**src/rtl/timer_pkg.sv**
```systemverilog
// Shared types and defaults for the timer arbiter slice.
package timer_pkg;

    typedef enum logic [1:0] {
        ST_IDLE = 2'd0,
        ST_RUN  = 2'd1,
        ST_DONE = 2'd2
    } state_t;

    localparam int DEF_W       = 16;
    localparam int DEF_NUM_REQ = 4;

endpackage

```
**src/rtl/rr_select.sv**
```systemverilog
// Combinational round-robin picker: first asserted
// request at or after the pointer, with wrap.
module rr_select #(
    parameter int NUM_REQ = 4,
    parameter int IDX_W   = $clog2(NUM_REQ)
) (
    input  logic [NUM_REQ-1:0] req,
    input  logic [IDX_W-1:0]   pointer,
    output logic               valid,
    output logic [IDX_W-1:0]   sel
);

    int j;

    always_comb begin
        valid = 1'b0;
        sel   = '0;
        j     = 0;
        for (int i = 0; i < NUM_REQ; i++) begin
            j = int'(pointer) + i;
            if (j >= NUM_REQ) j = j - NUM_REQ;
            if (!valid && req[j]) begin
                valid = 1'b1;
                sel   = IDX_W'(j);
            end
        end
    end

endmodule

```
**src/rtl/timer_arbiter.sv**
```systemverilog
// Round-robin owner of the shared cycle timer; drives
// t_en for the winner and pulses done at the target count.
module timer_arbiter
    import timer_pkg::*;
#(
    parameter int NUM_REQ = DEF_NUM_REQ,
    parameter int W       = DEF_W,
    parameter int IDX_W   = $clog2(NUM_REQ)
) (
    input  logic               clock,
    input  logic               reset,
    input  logic [NUM_REQ-1:0] req,
    input  logic [NUM_REQ*W-1:0] dur,
    output logic [NUM_REQ-1:0] grant,
    output logic [NUM_REQ-1:0] done,
    output logic               busy,
    output logic               t_en,
    input  logic [W-1:0]       t_out,
    input  logic               t_valid
);

    localparam logic [NUM_REQ-1:0] ONE = NUM_REQ'(1);

    state_t             state, state_nx;
    logic [IDX_W-1:0]   idx, idx_nx;
    logic [IDX_W-1:0]   ptr, ptr_nx;
    logic [W-1:0]       dur_q, dur_nx;
    logic               sel_valid;
    logic [IDX_W-1:0]   sel;
    logic [NUM_REQ-1:0] onehot_nx;
    logic [NUM_REQ-1:0] grant_nx, done_nx;
    logic               t_en_nx, busy_nx;

    rr_select #(
        .NUM_REQ (NUM_REQ),
        .IDX_W   (IDX_W)
    ) u_rr (
        .req     (req),
        .pointer (ptr),
        .valid   (sel_valid),
        .sel     (sel)
    );

    always_ff @(posedge clock or negedge reset) begin
        if (!reset) begin
            state <= ST_IDLE;
            idx   <= '0;
            ptr   <= '0;
            dur_q <= '0;
            grant <= '0;
            done  <= '0;
            t_en  <= 1'b0;
            busy  <= 1'b0;
        end else begin
            state <= state_nx;
            idx   <= idx_nx;
            ptr   <= ptr_nx;
            dur_q <= dur_nx;
            grant <= grant_nx;
            done  <= done_nx;
            t_en  <= t_en_nx;
            busy  <= busy_nx;
        end
    end

    always_comb begin
        state_nx = state;
        idx_nx   = idx;
        ptr_nx   = ptr;
        dur_nx   = dur_q;
        unique case (state)
            ST_IDLE: begin
                if (sel_valid) begin
                    idx_nx = sel;
                    dur_nx = dur[int'(sel)*W +: W];
                    if (int'(sel) == NUM_REQ - 1) ptr_nx = '0;
                    else ptr_nx = sel + IDX_W'(1);
                    // zero-length jobs never raise t_en
                    if (dur_nx == '0) state_nx = ST_DONE;
                    else state_nx = ST_RUN;
                end
            end
            ST_RUN: begin
                if (t_valid && t_out == dur_q) state_nx = ST_DONE;
                else if (!req[idx]) state_nx = ST_IDLE;
            end
            ST_DONE: state_nx = ST_IDLE;
            default: state_nx = ST_IDLE;
        endcase
    end

    always_comb begin
        onehot_nx = ONE << idx_nx;
        grant_nx  = (state_nx != ST_IDLE) ? onehot_nx : '0;
        done_nx   = (state_nx == ST_DONE) ? onehot_nx : '0;
        t_en_nx   = (state_nx == ST_RUN);
        busy_nx   = (state_nx != ST_IDLE);
    end

endmodule

```
**config.mk**
```make
export PLATFORM = sky130hd
export DESIGN_NAME = timer_arbiter
export DESIGN_NICKNAME = d
export VERILOG_FILES = /design/src/rtl/timer_pkg.sv /design/src/rtl/rr_select.sv /design/src/rtl/timer_arbiter.sv
export SDC_FILE = /design/constraint.sdc
export NUM_CORES = 1
export LEC_CHECK = 0
export ABC_AREA = 1
export CAP_MARGIN = 20
export CORE_MARGIN = 4
export CORE_UTILIZATION = 41
export CTS_CLUSTER_DIAMETER = 150
export DETAILED_ROUTE_END_ITERATION = 16
export GPL_TIMING_DRIVEN = 0
export PLACE_DENSITY = 0.78
export SYNTH_ARGS = -nofsm -noshare
export SYNTH_HDL_FRONTEND = slang
export SYNTH_SLANG_ARGS = --single-unit
```
**constraint.sdc**
```tcl
create_clock -name clock -period 2.3 [get_ports clock]
set_clock_uncertainty 0.05 [all_clocks]
set_input_delay 0.69 -clock clock [delete_from_list [all_inputs] [get_ports clock]]
set_output_delay 0.69 -clock clock [all_outputs]
set_load 0.05 [all_outputs]
```
Word-level counts from Yosys, hierarchy flattened:

Cells that the tools add are included.

* add/sub/neg operators: 8
* order comparisons: 9
* equality and inequality tests: 5
* shift-type cells: 2
* multiplexer cells: 36
* reduce and logical (&&, ||, !) cells: 11

Operator list (count)
* $lt A32 B4 Y1 const B: 4
* $mux W32: 4
* $ge A32 B4 Y1 const B: 3
* $sub A32 B4 Y32 const B: 3
* $shiftx A64 B7 Y16: 1
* $mux W2: 11
* $eq A16 B16 Y1: 1
* $logic_not A16 Y1: 1
* $mux W1: 13
* $bmux W1 S2: 5
* $mux W4: 2
* $add A2 B2 Y3 const B: 2
* $eq A2 B1 Y1 const B: 3
* $logic_and A1 B1 Y1: 4
* $pmux W2 S2: 1
* $shl A1 B2 Y4 const A: 1
* $sub A2 B3 Y4 const B: 1
* $add A2 B1 Y3 const B: 1
* $ge A2 B3 Y1 const B: 1
* $logic_not A1 Y1: 3
* $lt A2 B3 Y1 const B: 1
* $add A2 B1 Y2 const B: 1
* $eq A2 B2 Y1 const B: 1
* $logic_not A2 Y1: 1
* other kinds (2): 2

* bits in registers: 32
* output and inout port bits: 10
* word-level logic and storage cells: 79

Logic depth before layout (Yosys ltp):

* depth in word-level cells: 22
* mapped depth: 22
* mapped depth without buffers: 21

Hierarchy:

Synthesis repeated with hierarchy kept, for this count alone.

* cell total of the unflattened synthesis: 370
* area, all modules: 2368.5 sq um

Modules (own cells, without submodules)
* timer_arbiter: times used 1, cells an instance 311, area each 2049.5 sq um, sequential area each 800.8 sq um
* rr_select: times used 1, cells an instance 59, area each 319.1 sq um, sequential area each 0.0 sq um

Worst setup path before layout:

Ideal clock, no wire load.

* path kind: input -> register
* from: input req[3]
* to: register grant[0]
* arrival: 2.305 ns
* required time: 2.124 ns
* slack: -0.181 ns
* stages: 17
* cells stage by stage: inv_1 > nand2_1 > nand3_1 > nand2_2 > nor2_4 > nand3_1 > nand2_4 > inv_2 > buf_6 > nand3_1 > nand2_1 > nor2_1 > nand2_1 > nor2_1 > nand2_1 > a21oi_4 > a21oi_1

* longest elaborated chain between the ends: 20

RTL lines
* from (decl): RTL line timer_arbiter.sv:12 `input logic [NUM_REQ-1:0] req,`
* $bmux W1 S2: RTL line rr_select.sv:22 `if (!valid && req[j]) begin`
* $mux W1 (implied by the code) (2 in a row): RTL line rr_select.sv:22
* $mux W1: RTL line rr_select.sv:22
* $logic_not A1 Y1: RTL line rr_select.sv:22
* $logic_and A1 B1 Y1: RTL line rr_select.sv:22
* $mux W1: RTL line rr_select.sv:22
* $logic_not A1 Y1: RTL line rr_select.sv:22
* $logic_and A1 B1 Y1: RTL line rr_select.sv:22
* (+4 left out)
* $shiftx A64 B7 Y16: RTL line timer_arbiter.sv:75 `dur_nx = dur[int'(sel)*W +: W];`
* $logic_not A16 Y1: RTL line timer_arbiter.sv:79 `if (dur_nx == '0) state_nx = ST_DONE;`
* $mux W2: RTL line timer_arbiter.sv:79
* $mux W2: RTL line timer_arbiter.sv:73 `if (sel_valid) begin`
* $pmux W2 S2: RTL line timer_arbiter.sv:71 `unique case (state)`
* $reduce_bool A2 Y1: RTL line timer_arbiter.sv:94 `grant_nx = (state_nx != ST_IDLE) ? onehot_nx : '0;`
* $mux W4 *: RTL line timer_arbiter.sv:94
* net grant_nx[0]: RTL line timer_arbiter.sv:31 `logic [NUM_REQ-1:0] grant_nx, done_nx;`
* to (signal assigned): RTL line timer_arbiter.sv:59 `grant <= grant_nx;`
* to (decl): RTL line timer_arbiter.sv:14 `output logic [NUM_REQ-1:0] grant,`

Mark *: on every way through the listed nets, which the timed path passes. The rest lies on a longest branch. The select of a mux whose other input is x is not followed.
A chain may end at the register's enable or synchronous reset.

Worst setup path after layout:

* from: register ptr[0]
* to: register grant[0]

* longest elaborated chain between the ends: 22

RTL lines
* from (decl): RTL line timer_arbiter.sv:26 `logic [IDX_W-1:0] ptr, ptr_nx;`
* from (signal assigned): RTL line timer_arbiter.sv:57 `ptr <= ptr_nx;`
* parallel branches: the longest is 21 deep, another holds $sub A32 B4 Y32
* $mux W4 *: RTL line timer_arbiter.sv:94
* net grant_nx[0]: RTL line timer_arbiter.sv:31

Mark *: on every way through the listed nets, which the timed path passes. The select of a mux whose other input is x is not followed.

==> impl_metrics.csv <==
group,metric,value,unit
drt,drt-initial-drc-count,418,
floorplan,rows,28,
global_route,grt_pass1_wl,15000,um
worst_setup_path,end_kind,"register",
worst_setup_path,crit_path_start_kind,"register",
sta,layout_min_cycle_time,2990,ps
sta,finalHoldViolations,0,
final_layout,drive_above_1_share,0.334,
flow_run,maxCapViolations,0,
logic_synthesis,ys_warn_count,0,
floorplan,die_y,88.3,um
logic_synthesis,syn_inst,411,
drt,wirelength,11300,um
logic_synthesis,synth.cell_area,2640,sq um
sta,rsz0062_at_grt,"yes",
floorplan,die_w,88.3,um
clocking,cts_sinks,32,
drt,viasPerCell,5.67,
drt,wl_per_cell,17.7,um
global_route,grt_pass1_vias,3308,
clocking,clk_root_buffer_cell,"clkbuf_8",
logic_synthesis,yosysSeqAreaShare,0.303,
sta,fmax,0.334,GHz
floorplan,core,6100,sq um
final_layout,area_growth,80.8,%
logic_synthesis,syn-num-nets,498,
hold_path,min_path_type,"register to register",
worst_setup_path,required,2420,ps
sta,finalSetupViolations,28,
final_layout,fin_cells,635,
outcome,run_status,"finished with violations",
logic_synthesis,synthDistinctLibCells,33,
sta,fin_crit_sh,1.30,
global_route,antenna_found_initial,0,
sta,slew_violations,0,
worst_setup_path,cp_max_fo,10,
worst_setup_path,r2r_setup_slack,-690,ps
clocking,clkTransAtPathRegs,80,ps
place,dp.cells,583,
final_layout,nets,646,
floorplan,die_area,7790,sq um
sta,setup_ws,-695,ps
logic_synthesis,synth_top_cell_by_area,"dfrtp_1",
worst_setup_path,slowest_delay,460,ps
worst_setup_path,crit_chain,"buf_12 -> inv_12 -> nand2_4 -> nand3_2 -> nand2_4 -> nand2_4 -> nand3_4 -> buf_12 -> nand3_4 -> buf_8 -> nand2_1 -> nand3_1 -> nand2_2 -> nor2_2 -> nand2_1 -> nor2_4 -> nand2_2 -> a21oi_4 -> a21oi_2",
global_route,grt_usage,0.243,
drt,drt_pass1_iterations,8,
logic_synthesis,yosysTopAreaCellShare,0.303,
global_route,grt_overflow,0,
drt,num_vias,3601,
place,place_hpwl,6440,um
worst_setup_path,arrival,3120,ps
global_route,grt_start_max_net_pins,22,
logic_synthesis,avgSynthCellArea,6.43,sq um
outcome,violations,"setup timing",
final_layout,layout_commonest_cell,"clkdlybuf4s50_1",
worst_setup_path,cpLargestDelayFamily,"simple AND/OR/NAND/NOR gates",
place,gp_congestion,0.899,
sta,worst_pin_slew,552,ps
logic_synthesis,synth_seq_cells,32,
final_layout,antenna_cells,0,
clocking,clk_latency,300,ps
clocking,cts_buffer_depth,2,
clocking,cts_tree,"done",
floorplan,start_util,0.433,
worst_setup_path,slowest_stage,"dfrtp_2",
worst_setup_path,timing.setup.critical_path_class,"register to register",
final_layout,final_cell_mix,"92 x clkdlybuf4s50_1, 76 x inv_1, 72 x nand2_1",
worst_setup_path,crit_top_cell,"nand2_4",
logic_synthesis,synth_area_leaders,"dfrtp_1 30%, nand2_1 15%, inv_1 12%",
drt,detail-route-antenna-nets,0,
drt,drc,0,
sta,max-slew-margin-rel,0.631,
place,portBuffers,96,
floorplan,io_pins,97,
clocking,h-tree-depth,2,
clocking,numCtsBuffers,5,
worst_setup_path,critPathBufInv,4,
==> flip-flops by register name, indices dropped and copies added (netlist names) <==
register  cells
dur_q        16
done          4
grant         4
idx           2
ptr           2
state         2
busy          1
t_en          1
==> cell usage after synthesis <==
| master | n |
|---|---|
| inv_8 | 1 |
| nor2_4 | 1 |
| a21oi_1 | 6 |
| xnor2_1 | 2 |
| a21oi_4 | 1 |
| buf_2 | 7 |
| inv_2 | 4 |
| a221o_1 | 1 |
| o2111ai_1 | 1 |
| nand2_4 | 3 |
| clkinv_1 | 1 |
| buf_6 | 6 |
| nand3_1 | 37 |
| nor2_1 | 31 |
| a22o_1 | 1 |
| nand4_1 | 30 |
| nor3_1 | 1 |
| a31oi_1 | 12 |
| nand3_2 | 2 |
| o211ai_1 | 1 |
| xor2_1 | 4 |
| o21ai_0 | 14 |
| o21ai_1 | 1 |
| o22ai_1 | 3 |
| nand3_4 | 2 |
| clkbuf_1 | 2 |
| inv_1 | 84 |
| nor4_1 | 1 |
| a211oi_1 | 2 |
| nand2_2 | 8 |
| nand2_1 | 107 |
| buf_4 | 2 |
| dfrtp_1 | 32 |
==> per-stage QoR <==
stage                     hold WS, ps  setup WS [ps]  utilization  area (sq um)  setup TNS (ps)
after floorplan                   344           -154            -          2750           -1190
after global placement            475          -1170        0.624          3800          -32380
after detailed placement          500          -1210        0.626          3820          -32370
after CTS                         513           -346        0.718          4380           -4250
after global routing              571           -786        0.783          4780          -12340
final                             509           -695        0.783          4780           -9430
==> worst paths after layout <==
path / endpoint / cells past startpoint / start
setup / recovery: grant[0]$_DFF_PN0_ / 19 / ptr[0]$_DFFE_PN0P_
hold / removal: dur_q[2]$_DFFE_PN0P_ / 2 / dur_q[2]$_DFFE_PN0P_
setup reg to reg: grant[0]$_DFF_PN0_ / 19 / ptr[0]$_DFFE_PN0P_
hold reg to reg: dur_q[2]$_DFFE_PN0P_ / 2 / dur_q[2]$_DFFE_PN0P_
max in group asynchronous: dur_q[15]$_DFFE_PN0P_ / 2 / reset
min in group asynchronous: done[3]$_DFF_PN0_ / 1 / reset
==> logic make-up (layout without fill, tap and decap cells) <==
logic type,after synthesis,after routing,synth area share
buffers and inverters,107,253,0.178
xor gates and xnor gates,6,6,0.0199
DFF,32,32,0.303
AOI/OAI and AO/OA,43,43,0.100
and+or+nand+nor,223,226,0.398
==> layout make-up <==
type                       count  area (sq um)
timing repair inverter         1          11.3
clock inverter                 3          42.5
fill                         355          1320
multi-input combinational    275          1810
clock buffer                   5          68.8
tap                           75          93.8
inverter                      90           400
timing repair buffer         137          1350
sequential                    32           803
buffer                        17           196
==> repair_timing <==
item                       4_1_cts  5_1_grt
hold buffers                     0        0
gates cloned                     7        1
setup buffers                   29       12
pin swaps                       11       32
setup endpoints to repair       32       32
resized for setup               82       76
==> worst min-delay path, cell delays in order, from the launching register on <==
cell	delay [ps]
dfrtp_1	320
inv_1	50
o21ai_0	140
==> per-layer routing <==
| layer | track usage | wire length (um) |
|---|---|---|
| met4 | 0.0948 | 696 |
| met2 | 0.422 | 5500 |
| met3 | 0.0363 | 1080 |
| met5 | 0 | 0 |
| met1 | 0.304 | 3990 |
Power is left out: the tool's default activity adds up to more than one toggle a clock period on the data nets, which glitch-free logic cannot reach.
